**src/rtl/store_access_unit_pkg.sv**
```systemverilog
// Shared definitions for the store path: size encodings, FSM state codes and
// the load-side DATA_* lane constants.
package store_access_unit_pkg;

  typedef enum logic [1:0] {
    SIZE_NONE = 2'b00,
    SIZE_BYTE = 2'b01,
    SIZE_HALF = 2'b10,
    SIZE_WORD = 2'b11
  } size_t;

  typedef enum logic [1:0] {
    ST_IDLE  = 2'b00,
    ST_READ  = 2'b01,
    ST_WRITE = 2'b10,
    ST_ERR   = 2'b11
  } state_t;

  // Lane widths and masks shared with the load-side extractor.
  localparam int          DATA_BYTE_BITS = 8;
  localparam int          DATA_HALF_BITS = 16;
  localparam int          DATA_WORD_BITS = 32;
  localparam logic [31:0] DATA_BYTE_MASK = 32'h0000_00FF;
  localparam logic [31:0] DATA_HALF_MASK = 32'h0000_FFFF;
  localparam logic [31:0] DATA_WORD_MASK = 32'hFFFF_FFFF;

endpackage

```
**src/rtl/store_merge.sv**
```systemverilog
// Little-endian lane merge: overlays the store data onto the old memory word
// according to size and byte offset.
module store_merge
  import store_access_unit_pkg::*;
#(
  parameter int NB_BITS = 32
) (
  input  logic [NB_BITS-1:0] i_old,
  input  logic [NB_BITS-1:0] i_data,
  input  size_t              i_size,
  input  logic [1:0]         i_lane,
  output logic [NB_BITS-1:0] o_word
);

  logic [4:0] byte_lsb;
  logic [4:0] half_lsb;

  assign byte_lsb = {i_lane, 3'b000};
  assign half_lsb = {i_lane[1], 4'b0000};

  always_comb begin
    o_word = i_old;
    case (i_size)
      SIZE_BYTE: o_word[byte_lsb +: DATA_BYTE_BITS] = i_data[DATA_BYTE_BITS-1:0];
      SIZE_HALF: o_word[half_lsb +: DATA_HALF_BITS] = i_data[DATA_HALF_BITS-1:0];
      SIZE_WORD: o_word = i_data;
      default:   o_word = i_old;
    endcase
  end

endmodule

```
**src/rtl/store_access_unit.sv**
```systemverilog
// Store access unit: accepts MEM-stage stores, performs read-modify-write for
// sub-word stores and rejects misaligned HALF/WORD accesses.
module store_access_unit
  import store_access_unit_pkg::*;
#(
  parameter int NB_BITS = 32,
  parameter int NB_ADDR = 10
) (
  input  logic               i_clock,
  input  logic               i_reset,
  input  logic               i_valid,
  input  logic [NB_BITS-1:0] i_addr,
  input  logic [NB_BITS-1:0] i_data,
  input  logic [1:0]         i_size,
  output logic               o_ready,
  output logic [NB_ADDR-1:0] o_mem_addr,
  output logic               o_mem_re,
  output logic               o_mem_we,
  output logic [NB_BITS-1:0] o_mem_wdata,
  input  logic [NB_BITS-1:0] i_mem_rdata,
  output logic               o_done,
  output logic               o_misaligned
);

  state_t             state;
  state_t             state_nxt;
  size_t              req_size;
  logic               accept;
  logic [NB_BITS-1:0] merged;

  logic [NB_ADDR-1:0] waddr_p0;
  logic [1:0]         lane_p0;
  logic [NB_BITS-1:0] data_p0;
  size_t              size_p0;

  // Address bits above the memory size wrap away by design.
  logic               unused_addr_hi;
  assign unused_addr_hi = ^i_addr[NB_BITS-1:NB_ADDR+2];

  function automatic logic is_misaligned(input size_t size, input logic [1:0] lane);
    return ((size == SIZE_HALF) && lane[0]) ||
           ((size == SIZE_WORD) && (lane != 2'b00));
  endfunction

  assign req_size = size_t'(i_size);
  assign accept   = i_valid && (state == ST_IDLE) && (req_size != SIZE_NONE);

  // Acceptance stage: latch the request and advance the FSM.
  always_ff @(posedge i_clock or negedge i_reset) begin
    if (!i_reset) begin
      state    <= ST_IDLE;
      waddr_p0 <= '0;
      lane_p0  <= '0;
      data_p0  <= '0;
      size_p0  <= SIZE_NONE;
    end else begin
      state <= state_nxt;
      if (accept) begin
        waddr_p0 <= i_addr[NB_ADDR+1:2];
        lane_p0  <= i_addr[1:0];
        data_p0  <= i_data;
        size_p0  <= req_size;
      end
    end
  end

  always_comb begin
    state_nxt = state;
    case (state)
      ST_IDLE: begin
        if (accept) begin
          if (is_misaligned(req_size, i_addr[1:0])) state_nxt = ST_ERR;
          else if (req_size == SIZE_WORD)           state_nxt = ST_WRITE;
          else                                      state_nxt = ST_READ;
        end
      end
      ST_READ:  state_nxt = ST_WRITE;
      ST_WRITE: state_nxt = ST_IDLE;
      ST_ERR:   state_nxt = ST_IDLE;
      default:  state_nxt = ST_IDLE;
    endcase
  end

  // The read word arrives during WRITE, one cycle after the READ strobe.
  store_merge #(
    .NB_BITS(NB_BITS)
  ) u_merge (
    .i_old (i_mem_rdata),
    .i_data(data_p0),
    .i_size(size_p0),
    .i_lane(lane_p0),
    .o_word(merged)
  );

  always_comb begin
    o_ready      = (state == ST_IDLE);
    o_mem_re     = (state == ST_READ);
    o_mem_we     = (state == ST_WRITE);
    o_done       = (state == ST_WRITE);
    o_misaligned = (state == ST_ERR);
    o_mem_addr   = (state == ST_IDLE) ? '0 : waddr_p0;
    o_mem_wdata  = (state == ST_WRITE) ? merged : '0;
  end

endmodule

```
**config.mk**
```make
export PLATFORM = sky130hd
export DESIGN_NAME = store_access_unit
export DESIGN_NICKNAME = d
export VERILOG_FILES = /design/src/rtl/store_access_unit_pkg.sv /design/src/rtl/store_merge.sv /design/src/rtl/store_access_unit.sv
export SDC_FILE = /design/constraint.sdc
export NUM_CORES = 1
export LEC_CHECK = 0
export ABC_AREA = 1
export CAP_MARGIN = 20
export CORE_UTILIZATION = 39
export CTS_CLUSTER_DIAMETER = 80
export DETAILED_ROUTE_END_ITERATION = 16
export GPL_TIMING_DRIVEN = 0
export HOLD_SLACK_MARGIN = 0.03
export PLACE_DENSITY = 0.75
export SYNTH_ARGS = -nofsm -noshare
export SYNTH_HDL_FRONTEND = slang
export SYNTH_SLANG_ARGS = --single-unit
```
**constraint.sdc**
```tcl
create_clock -name i_clock -period 2.1 [get_ports i_clock]
set_input_delay 0.315 -clock i_clock [delete_from_list [all_inputs] [get_ports i_clock]]
set_output_delay 0.315 -clock i_clock [all_outputs]
set_load 0.02 [all_outputs]
```
==> metrics.md, run 1 <==
| Metric | Value |
|---|---|
| Sequential share of power | `27.9%` |
| Post-DP Area | `4950 sq um` |
| Clock group share of total power | `11.5%` |
| Critical Path RT | `1.78 ns` |
| Pwr dens | `890 nW/um^2` |
| Vias | `3853` |
| Hpwl dp | `8810 microns` |
| Die area | `8990 sq um` |
| Critical path class | `reg -> out` |
| Final setup fails | `32` |
| Critical path's largest stage delay | `0.40 ns` |
| Syn_nets | `650` |
| Final slew viol count | `0` |
| ANT nets after route | `0` |
| Reg2reg end | `data_p0[26]` |
| Leakage power | `0.00284 uW` |
| Worst hold path class | `in -> async` |
| Total clock sinks | `48` |
| CTS tree | `yes` |
| Synth warnings | `0` |
| DRT iter0 DRCs | `288` |
| Worst relative slew slack | `61.1%` |
| Initial antenna violation count | `0` |
| Starting Density | `40.7%` |
| Vias per std cell | `4.81` |
| Cell-internal power | `2640 uW` |
| Worst path cell trace | `buf_6 -> buf_8 -> inv_8 -> ha_4 -> clkinv_4 -> nand3_4 -> o21ai_4 -> buf_12 -> nand2_2 -> a21oi_4 -> buf_6` |
| Synthesized flop and latch total | `48` |
| 1st-pass router iterations | `4` |
| Critical Path AT | `1.99 ns` |
| Violated checks | `negative setup slack` |
| Die Y | `94.8 microns` |
| Pin count of the biggest net entering global routing | `40` |
| Final Hold Vio Count | `0` |
| Slew @ Worst Pin | `0.583 ns` |
| DR DRC count | `0` |
| # IOs | `148` |
| Area Growth Syn to Fin | `63.5%` |
| Row count | `33` |
| Nets | `801` |
| Critical path capture point type | `output port` |
| CP Max Fanout | `8` |
| Syn avg cell area | `6.18 sq um` |
| Worst vdd ir | `0.000437 V` |
| Setup ws final | `-0.204 ns` |
| Max Root-Sink Buffers | `2` |
| Antenna cells | `0` |
| RSZ-0062 raised after global routing | `true` |
| Slowest cell on crit path | `dfrtp_1` |
| Aggregate routed wire length | `11400 microns` |
| Buffers on Ports | `127` |
| CTS H-tree lvls | `2` |
| Design area | `5490 sq um` |
| Fmax | `434 MHz` |
| Num CTS Buffers | `5` |
| Crit path top cell by count | `buf_6` |
| Share of post-route cells with drive strength above 1 | `22.4%` |
| Fin crit share | `110%` |
| Reg clk slew, reported paths | `0.09 ns` |
| Clock Latency Late Sink | `0.31 ns` |
| Root Driver | `clkbuf_8` |
| MaxCap Viol Count | `0` |
| R2r setup slk | `0.59 ns` |
| Post-synth cell types | `23` |
| GR Overflow Total | `0` |
| Switch share | `46.0%` |
| Power, Total | `4890 uW` |
| Tmin final | `2.30 ns` |
| Chip Width | `94.8 microns` |
| Setup crit start kind | `register` |
| WL per Instance | `14.2 microns` |
| Core region area | `8260 sq um` |
| Overall Global Routing Usage | `26.3%` |
| Status | `complete, but fails checks` |
| Reg2Reg Depth | `6` |
| Fin util | `66.5%` |
| Combinational power share | `60.6%` |
| Worst R2R Start | `state[1]` |
| First-pass GRT wire length | `18300 microns` |
| Post-Syn Instances | `544` |
| Vias in the first global route | `3731` |
| Synthesized area | `3360 sq um` |
| DP Worst Slack | `-0.802 ns` |
| Sequential fraction of the synthesis area | `35.7%` |
| Switching power | `2250 uW` |
| Routability cong. | `0.871` |
| Clock Skews | `0.00891 ns` |
==> timing repair <==
item,in CTS,in global routing
pin swaps,22,12
resized for setup,237,53
cloned,1,0
setup buffers,10,6
hold buffers,1,0
endpoints found under the hold margin,9,0
setup endpoints to repair,44,41
==> synth_stat cells, drive strengths merged <==
cell | count | share of area [%]
clkinv | 1 | 0.11
clkbuf | 10 | 1.1
nand3 | 32 | 4.8
a31oi | 8 | 1.5
ha | 5 | 1.9
nor2 | 93 | 11
nand4 | 3 | 0.56
a21boi | 1 | 0.22
inv | 83 | 9.3
o22ai | 1 | 0.19
buf | 18 | 3.0
nand2 | 168 | 19
dfrtp | 48 | 36
a21oi | 35 | 5.7
o21ai | 38 | 6.4
==> per-stage QoR <==
step / TNS, ns / hold WS [ns] / instances
floorplan: 0 / 0.0194 / 544
global route: -7.42 / 0.420 / 801
finish: -4.08 / 0.420 / 801
global placement: -54.29 / 0.466 / 776
detailed placement: -23.29 / 0.211 / 777
CTS: -4.34 / 0.407 / 796
==> power groups by stage <==
stage | registers (uW) | clock network, uW | logic, uW
CTS | 1350 | 583 | 2760
floorplan | 1300 | 0 | 1620
finish | 1360 | 564 | 2960
detailed placement | 1370 | 0 | 2450
global route | 1390 | 629 | 3240
global placement | 1360 | 0 | 2400
==> critical path: cells and delay by family, from the launching register on <==
kind | cells | cell delay [ns]
AO/OA/AOI/OAI | 2 | 0.27
adder cells (fa/ha/maj) | 1 | 0.22
buffers and inverters | 6 | 0.66
flip-flops | 1 | 0.40
AND/OR/NAND/NOR | 2 | 0.13
==> cells in the final DEF, fill, tap and decap left out, types with 3 or more instances in the layout <==
| cell | n |
|---|---|
| nand2_1 | 149 |
| nor2_1 | 82 |
| clkdlybuf4s50_1 | 82 |
| inv_1 | 76 |
| dfrtp_1 | 45 |
| buf_4 | 32 |
| nand3_1 | 28 |
| o21ai_0 | 23 |
| buf_6 | 21 |
| a21oi_1 | 21 |
| nand2_2 | 12 |
| a21oi_4 | 10 |
| buf_2 | 9 |
| o21ai_1 | 9 |
| dlymetal6s2s_1 | 9 |
| nor2_4 | 7 |
| nand2_4 | 7 |
| clkbuf_8 | 6 |
| a21oi_2 | 4 |
| nor2_2 | 4 |
| o21ai_2 | 4 |
| a31oi_2 | 4 |
| ha_4 | 4 |
| clkbuf_4 | 3 |
| buf_8 | 3 |
| inv_4 | 3 |
| nand4_1 | 3 |
| inv_2 | 3 |
| nand3_2 | 3 |
| a31oi_1 | 3 |
| clkbuf_1 | 3 |
| dfrtp_2 | 3 |
| buf_12 | 3 |
| dlygate4sd2_1 | 3 |
==> area by class of cell <==
cell class / count / area [sq um]
Multi-Input combinational cell: 384 / 2080
Tap cell: 105 / 131
Sequential cell: 48 / 1200
Clock buffer: 5 / 68.8
Clock inverter: 3 / 21.3
Fill cell: 773 / 2760
Timing Repair Buffer: 145 / 1460
Inverter: 84 / 335
Buffer: 27 / 199
==> worst max path at each step <==
| stage | startpoint | cells after the start | endpoint |
|---|---|---|---|
| after global routing | lane_p0[1] | 11 | o_mem_wdata[4] |
| after global placement | lane_p0[0] | 12 | o_mem_wdata[15] |
| after floorplan | lane_p0[1] | 12 | o_mem_wdata[15] |
| after detailed placement | lane_p0[0] | 9 | o_mem_wdata[4] |
| after CTS | lane_p0[1] | 11 | o_mem_wdata[1] |
| final | lane_p0[1] | 11 | o_mem_wdata[1] |
==> registers in the layout, summed over array words and instances (netlist names) <==
| name | flops |
|---|---|
| data_p0 | 32 |
| lane_p0 | 2 |
| size_p0 | 2 |
| state | 2 |
| waddr_p0 | 10 |
==> routing by layer <==
| layer | track usage (%) | wire [microns] | up-vias | share of wire [%] |
|---|---|---|---|---|
| li1 | - | - | 1961 | - |
| met1 | 37.0 | 5340 | 1781 | 47 |
| met2 | 43.3 | 5500 | 99 | 48 |
| met3 | 1.69 | 396 | 12 | 3.5 |
| met4 | 7.58 | 145 | 0 | 1.3 |
| met5 | 0 | 0 | - | 0 |
==> cell families (layout without fill, tap and decap cells) <==
kind of cell / after synthesis / after routing / share of synthesized area, %
flip-flops: 48 / 48 / 35.7
AO/OA/AOI/OAI: 83 / 83 / 14.0
buffers and inverters: 112 / 264 / 13.5
AND/OR/NAND/NOR: 296 / 296 / 34.9
adder cells (fa/ha/maj): 5 / 5 / 1.86
Note: power is estimated with default switching activity, not from simulation.
==> run 2, diff against run 1 <==
--- a/config.mk
+++ b/config.mk
@@ -7,7 +7,7 @@
 export LEC_CHECK = 0
 export ABC_AREA = 1
 export CAP_MARGIN = 20
-export CORE_UTILIZATION = 39
+export CORE_UTILIZATION = 42
 export CTS_CLUSTER_DIAMETER = 80
 export DETAILED_ROUTE_END_ITERATION = 16
 export GPL_TIMING_DRIVEN = 0
@@ -15,4 +15,6 @@
 export PLACE_DENSITY = 0.75
 export SYNTH_ARGS = -nofsm -noshare
 export SYNTH_HDL_FRONTEND = slang
+export SYNTH_HIERARCHICAL = 1
 export SYNTH_SLANG_ARGS = --single-unit
+export TNS_END_PERCENT = 5
==> run 2 against run 1 <==
The run still ends with negative setup slack left; routed wire length is 35% higher; clock power is 13% higher; synthesized area is 27% higher; worst setup slack worse by 0.12 ns; critical path depth stayed put; maximum frequency is 4.8% lower; via count is 34% higher; largest cell class unchanged; critical path type unchanged.
==> metrics.md, run 2 <==
| Metric | Value |
|---|---|
| Slew @ Worst Pin | `0.596 ns` |
| Vias | `5149` |
| Vias per std cell | `5.12` |
| Most common cell in the synthesized netlist | `nand2_1` |
| # IOs | `148` |
| Reg clk slew, reported paths | `0.09 ns` |
| Reg2reg end | `waddr_p0[0]` |
| Critical Path AT | `2.11 ns` |
| Async SR Flop Fraction | `100%` |
| Buffers on Ports | `127` |
| Total clock sinks | `48` |
| Root Driver | `clkbuf_8` |
| Top post-synthesis cells by area | `nand2_1 (29%), dfrtp_1 (28%), nand4_1 (8.2%)` |
| Main flop type after synthesis | `dfrtp_1` |
| Critical path class | `reg -> out` |
| Pwr dens | `886 nW/um^2` |
| Fin util | `63.2%` |
| Chip Width | `103 microns` |
| Cell-internal power | `2830 uW` |
| Row count | `36` |
| Power, Total | `5500 uW` |
| Vias in the first global route | `4860` |
| Leading area contributor after synthesis | `nand2_1` |
| WL per Instance | `15.2 microns` |
| MaxCap Viol Count | `0` |
| Final setup fails | `41` |
| CTS H-tree lvls | `2` |
| Fin crit share | `115%` |
| Clock group share of total power | `11.6%` |
| Hpwl dp | `11900 microns` |
| Yosys top cell area share | `28.7%` |
| Area Growth Syn to Fin | `44.9%` |
| Antenna cells | `0` |
| Commonest cells after routing, fill and taps aside | `nand2_1 (320), clkdlybuf4s50_1 (90), inv_1 (66), nand4_1 (56), dfrtp_1 (46)` |
| Setup crit start kind | `register` |
| Clock Skews | `0.00926 ns` |
| Status | `complete, but fails checks` |
| Critical path capture point type | `output port` |
| Syn_nets | `834` |
| Starting Density | `43.6%` |
| Max Root-Sink Buffers | `2` |
| Clock Latency Late Sink | `0.30 ns` |
| Die area | `10600 sq um` |
| Hold Crit Endpoint | `data_p0[27]` |
| Overall Global Routing Usage | `29.8%` |
| Die Y | `103 microns` |
| Violated checks | `negative setup slack` |
| Most frequent cells after synthesis | `nand2_1 (327), nor2_1 (80), inv_1 (73), nand4_1 (56), dfrtp_1 (48)` |
| Switching power | `2660 uW` |
| Initial antenna violation count | `0` |
| 1st-pass router iterations | `5` |
| Fmax | `413 MHz` |
| DRT iter0 DRCs | `276` |
| CTS tree | `yes` |
| Setup ws final | `-0.320 ns` |
| Commonest non-fill, non-tap cell in the layout | `nand2_1` |
| Switch share | `48.5%` |
| Final Hold Vio Count | `0` |
| Synthesized area | `4280 sq um` |
| Tmin final | `2.42 ns` |
| RSZ-0062 raised after global routing | `true` |
| Reg with most FFs | `data_p0` |
| R2r setup slk | `0.75 ns` |
| Worst relative slew slack | `60.3%` |
| Top flop regs | `data_p0: 32 flops, waddr_p0: 10 flops` |
| Pin count of the biggest net entering global routing | `26` |
| Sequential fraction of the synthesis area | `28.1%` |
| Worst hold path class | `reg -> reg` |
| Final slew viol count | `0` |
| Leakage power | `0.00320 uW` |
| Syn avg cell area | `5.88 sq um` |
| Aggregate routed wire length | `15300 microns` |
| Combinational power share | `62.3%` |
| First-pass GRT wire length | `24200 microns` |
| Worst vdd ir | `0.000551 V` |
| Share of post-route cells with drive strength above 1 | `20.5%` |
| Critical Path RT | `1.78 ns` |
| Sequential share of power | `26.0%` |
| Min-delay src | `data_p0[27]` |
| Synth warnings | `6` |
| Post-Syn Instances | `728` |
| ANT nets after route | `0` |
| DR DRC count | `0` |
| Synthesized flop and latch total | `48` |
| Core region area | `9820 sq um` |
| Post-synth EDFFs | `0` |
| Worst hold slack | `0.476 ns` |
| Num CTS Buffers | `5` |
| CP Max Fanout | `12` |
| GR Overflow Total | `0` |
| Nets | `978` |
| Reg2Reg Depth | `4` |
| Worst R2R Start | `state[1]` |
| Number of flip-flops in the largest register | `32` |
| Post-synth cell types | `29` |
| Cells on Worst Hold Path | `2` |
| Routability cong. | `0.918` |
[run 2: cell count changes in the layout (fill, tap and decap cells not counted), sizes merged, moves of 9 or more]
cell	delta
o21ai	-17
nand4	+53
buf	+13
a21oi	-27
a21boi	+11
nand2	+161
nor2	-9
[run 2: metal layers]
| metal | track usage, % | up-vias | share of wire, % |
|---|---|---|---|
| met1 | 38.4 | 2329 | 42 |
| met4 | 9.43 | 0 | 2.0 |
| met3 | 3.12 | 21 | 7.8 |
| met5 | 0 | - | 0 |
| li1 | - | 2563 | - |
| met2 | 52.2 | 236 | 48 |
[run 2: cell type report]
cell class,count,area (sq um)
clock buffer,6,72.6
timing repair buffer,138,1320
fill,955,3620
clock inverter,1,30.0
buffer,42,320
multi-input combinational,558,2760
sequential,48,1200
tap,133,166
inverter,79,327
[run 2: critical path, stage by stage (launching register included)]
cell	delay, ns
dfrtp_2	0.43
inv_1	0.11
buf_12	0.17
ha_4	0.25
nor2_4	0.20
nand4_1	0.13
nand2_1	0.09
nand2_1	0.05
nand3_1	0.07
inv_1	0.05
nor2_2	0.12
buf_6	0.14
[run 2: logic make-up (layout without fill, tap and decap cells)]
kind of cell               count (synthesis)  in the layout  share of synthesized area (%)
AOI/OAI and AO/OA                         42             42                           6.52
adders and majority gates                  5              5                           1.46
buffers and inverters                    122            266                           13.5
DFF                                       48             48                           28.1
and+or+nand+nor                          511            511                           50.5
[run 2: repair_timing]
| action | in CTS | in global routing |
|---|---|---|
| cloned | 1 | 0 |
| pin swaps | 19 | 6 |
| hold buffers | 1 | 0 |
| resized for setup | 213 | 18 |
| endpoints found under the setup margin | 45 | 45 |
| hold endpoints to repair | 20 | 0 |
| setup buffers | 8 | 0 |
[run 2: worst max-delay path by stage]
stage          slack, ns              end       start
2_1_floorplan     -0.002  o_mem_wdata[16]  lane_p0[1]
3_3_place_gp       -0.93  o_mem_wdata[16]  lane_p0[1]
3_5_place_dp       -0.94  o_mem_wdata[22]  lane_p0[1]
4_1_cts            -0.28   o_mem_wdata[0]  lane_p0[1]
5_1_grt            -0.42   o_mem_wdata[0]  lane_p0[1]
6_report           -0.32   o_mem_wdata[0]  lane_p0[0]
[run 2: per-stage QoR]
stage          cell area [sq um]  std cells  setup WS, ns  TNS [ns]
2_1_floorplan               4450        728      -0.00222  -0.00887
3_3_place_gp                5890        988        -0.935    -54.02
3_5_place_dp                5910        989        -0.943    -26.24
4_1_cts                     6160       1005        -0.284    -10.50
5_1_grt                     6200       1005        -0.420    -14.69
6_report                    6200       1005        -0.320     -9.63
[run 2: power by group through the flow]
stage               clock [uW]  sequential [uW]  combinational (uW)
floorplan                    0             1330                2120
global placement             0             1440                3060
detailed placement           0             1450                3110
CTS                        649             1420                3370
global route               689             1460                3740
finish                     639             1430                3430
==> run 3, diff against run 2 <==
--- a/config.mk
+++ b/config.mk
@@ -7,12 +7,12 @@
 export LEC_CHECK = 0
 export ABC_AREA = 1
 export CAP_MARGIN = 20
-export CORE_UTILIZATION = 42
+export CORE_UTILIZATION = 47
 export CTS_CLUSTER_DIAMETER = 80
 export DETAILED_ROUTE_END_ITERATION = 16
 export GPL_TIMING_DRIVEN = 0
 export HOLD_SLACK_MARGIN = 0.03
-export PLACE_DENSITY = 0.75
+export PLACE_DENSITY = 0.8
 export SYNTH_ARGS = -nofsm -noshare
 export SYNTH_HDL_FRONTEND = slang
 export SYNTH_HIERARCHICAL = 1
==> constraint.sdc (replaced) <==
create_clock -name i_clock -period 2.5 [get_ports i_clock]
set_input_delay 0.375 -clock i_clock [delete_from_list [all_inputs] [get_ports i_clock]]
set_output_delay 0.375 -clock i_clock [all_outputs]
set_load 0.02 [all_outputs]
==> run 3 against run 2 <==
Critical path depth increased by 1; highest routed layer unchanged; the flow still finishes with violations (negative setup slack); sequential share of layout area increased by 0.61 points; combinational power decreased by 20%.
==> metrics.md, run 3 (synthesis gave the netlist of run 2 again) <==
| Metric | Value |
|---|---|
| Status | `complete, but fails checks` |
| Violated checks | `negative setup slack` |
| Final slew viol count | `0` |
| Non-Filler Instances | `982` |
| GRT Max-Usage Layer | `met2` |
| Antenna cells | `0` |
| Root Driver | `clkbuf_8` |
| Setup_tns | `-0.808 ns` |
| Routability cong. | `0.947` |
| GR Overflow Total | `0` |
| Tmin final | `2.56 ns` |
| DR DRC count | `0` |
| ANT nets after route | `0` |
| Fin crit share | `103%` |
| First-pass GRT wire length | `25100 microns` |
| RSZ-0062 raised after global routing | `true` |
| Commonest non-fill, non-tap cell in the layout | `nand2_1` |
| Worst path cell trace | `buf_6 -> clkinvlp_4 -> buf_12 -> ha_4 -> nor2_4 -> nand4_1 -> nand2_1 -> nand2_1 -> nand3_2 -> inv_2 -> nor2_1 -> buf_4` |
| Final setup fails | `24` |
| Reg with most FFs | `data_p0` |
| Row count | `34` |
| Max Root-Sink Buffers | `2` |
| Number of flip-flops in the largest register | `32` |
| Nets | `980` |
| Clock Latency Late Sink | `0.30 ns` |
| Die area | `9490 sq um` |
| Power, Total | `4610 uW` |
| Aggregate routed wire length | `15700 microns` |
| Critical path capture point type | `output port` |
| Critical path class | `reg -> out` |
| Overall Global Routing Usage | `32.8%` |
| Leakage power | `0.00318 uW` |
| WL per Instance | `16.0 microns` |
| Die Y | `97.4 microns` |
| CTS tree | `yes` |
| Setup ws final | `-0.0637 ns` |
| DRT iter0 DRCs | `325` |
| Worst relative slew slack | `64.6%` |
| # IOs | `148` |
| Initial antenna violation count | `0` |
| Slowest cell on crit path | `dfrtp_1` |
| Core region area | `8760 sq um` |
| CTS H-tree lvls | `2` |
| CP Max Fanout | `8` |
| Fmax | `390 MHz` |
| Post-Place Cells | `964` |
| Critical Path RT | `2.12 ns` |
| Setup crit start kind | `register` |
| Clock Skews | `0.00882 ns` |
| Fin util | `68.6%` |
| Worst vdd ir | `0.000427 V` |
| Critical path's largest stage delay | `0.40 ns` |
| GR Util met1 | `42.5%` |
| Pin count of the biggest net entering global routing | `30` |
| Chip Width | `97.4 microns` |
| Critical Path AT | `2.19 ns` |
| 1st-pass router iterations | `5` |
| Reg clk slew, reported paths | `0.08 ns` |
| Total clock sinks | `48` |
| DP Worst Slack | `-0.879 ns` |
| MaxCap Viol Count | `0` |
| Starting Density | `48.8%` |
| Pwr dens | `767 nW/um^2` |
| Final Hold Vio Count | `0` |
| Met2 GRT Util | `55.4%` |
| Vias in the first global route | `5064` |
| Buffers on Ports | `127` |
| Vias | `5283` |
| Worst hold path class | `reg -> reg` |
| Top flop regs | `data_p0: 32 flops, waddr_p0: 10 flops` |
| Vias per std cell | `5.38` |
| Crit path top cell by count | `nand2_1` |
| Num CTS Buffers | `5` |
| Hpwl dp | `11900 microns` |
| Area Growth Syn to Fin | `40.4%` |
| Slew @ Worst Pin | `0.531 ns` |
| Commonest cells after routing, fill and taps aside | `nand2_1 (321), clkdlybuf4s50_1 (93), inv_1 (69), nor2_1 (66), nand4_1 (56)` |
| M3 GR Usage | `4.17%` |
| Share of post-route cells with drive strength above 1 | `17.2%` |
[run 3: layout make-up]
class | count | area, sq um
Tap cell | 108 | 135
Inverter | 79 | 318
Multi-Input combinational cell | 558 | 2640
Timing Repair Buffer | 140 | 1280
Clock inverter | 2 | 60.1
Clock buffer | 5 | 68.8
Fill cell | 794 | 2760
Sequential cell | 48 | 1200
Buffer | 42 | 310
[run 3: critical path: cells and delay by family, from the launching register on]
kind / cells / cell delay, ns
buf+inv: 5 / 0.53
simple gates: 6 / 0.66
flops: 1 / 0.40
fa+ha+maj: 1 / 0.28
[run 3: path summary, 6_finish.rpt]
path	start	to	slack, ns	depth (start not counted)
worst max-delay path	lane_p0[1]	o_mem_wdata[4]	-0.06	12
worst min-delay path	waddr_p0[5]	waddr_p0[5]	0.48	2
worst max register to register	state[1]	waddr_p0[9]	1.08	4
worst min register to register	waddr_p0[5]	waddr_p0[5]	0.48	2
max in group asynchronous	i_reset	waddr_p0[3]	1.43	3
min in group asynchronous	i_reset	waddr_p0[9]	0.55	2
[run 3: report_power, final]
part	switching (uW)	internal, uW	leakage (uW)
clock network	265	394	0.0000642
registers	215	979	0.000594
logic	1700	1050	0.00252
total	2180	2430	0.00318
[run 3: layer usage]
layer  part of all wire [%]  wire length, microns
met5                      0                     0
met1                     42                  6640
met2                     47                  7300
met4                    3.3                   510
met3                    7.8                  1230
[run 3: stage by stage]
step	cell area (sq um)	hold WS, ns
6_report	6010	0.483
5_1_grt	6010	0.504
4_1_cts	5850	0.481
3_5_place_dp	5700	0.358
3_3_place_gp	5690	0.457
2_1_floorplan	4280	0.0794
[run 3: what timing repair did]
| item | in CTS | in global routing |
|---|---|---|
| pin swaps | 3 | 16 |
| setup endpoints to repair | 33 | 34 |
| hold buffers | 1 | 0 |
| setup buffers | 5 | 6 |
| gates resized for setup | 164 | 49 |
| hold endpoints to repair | 9 | 0 |
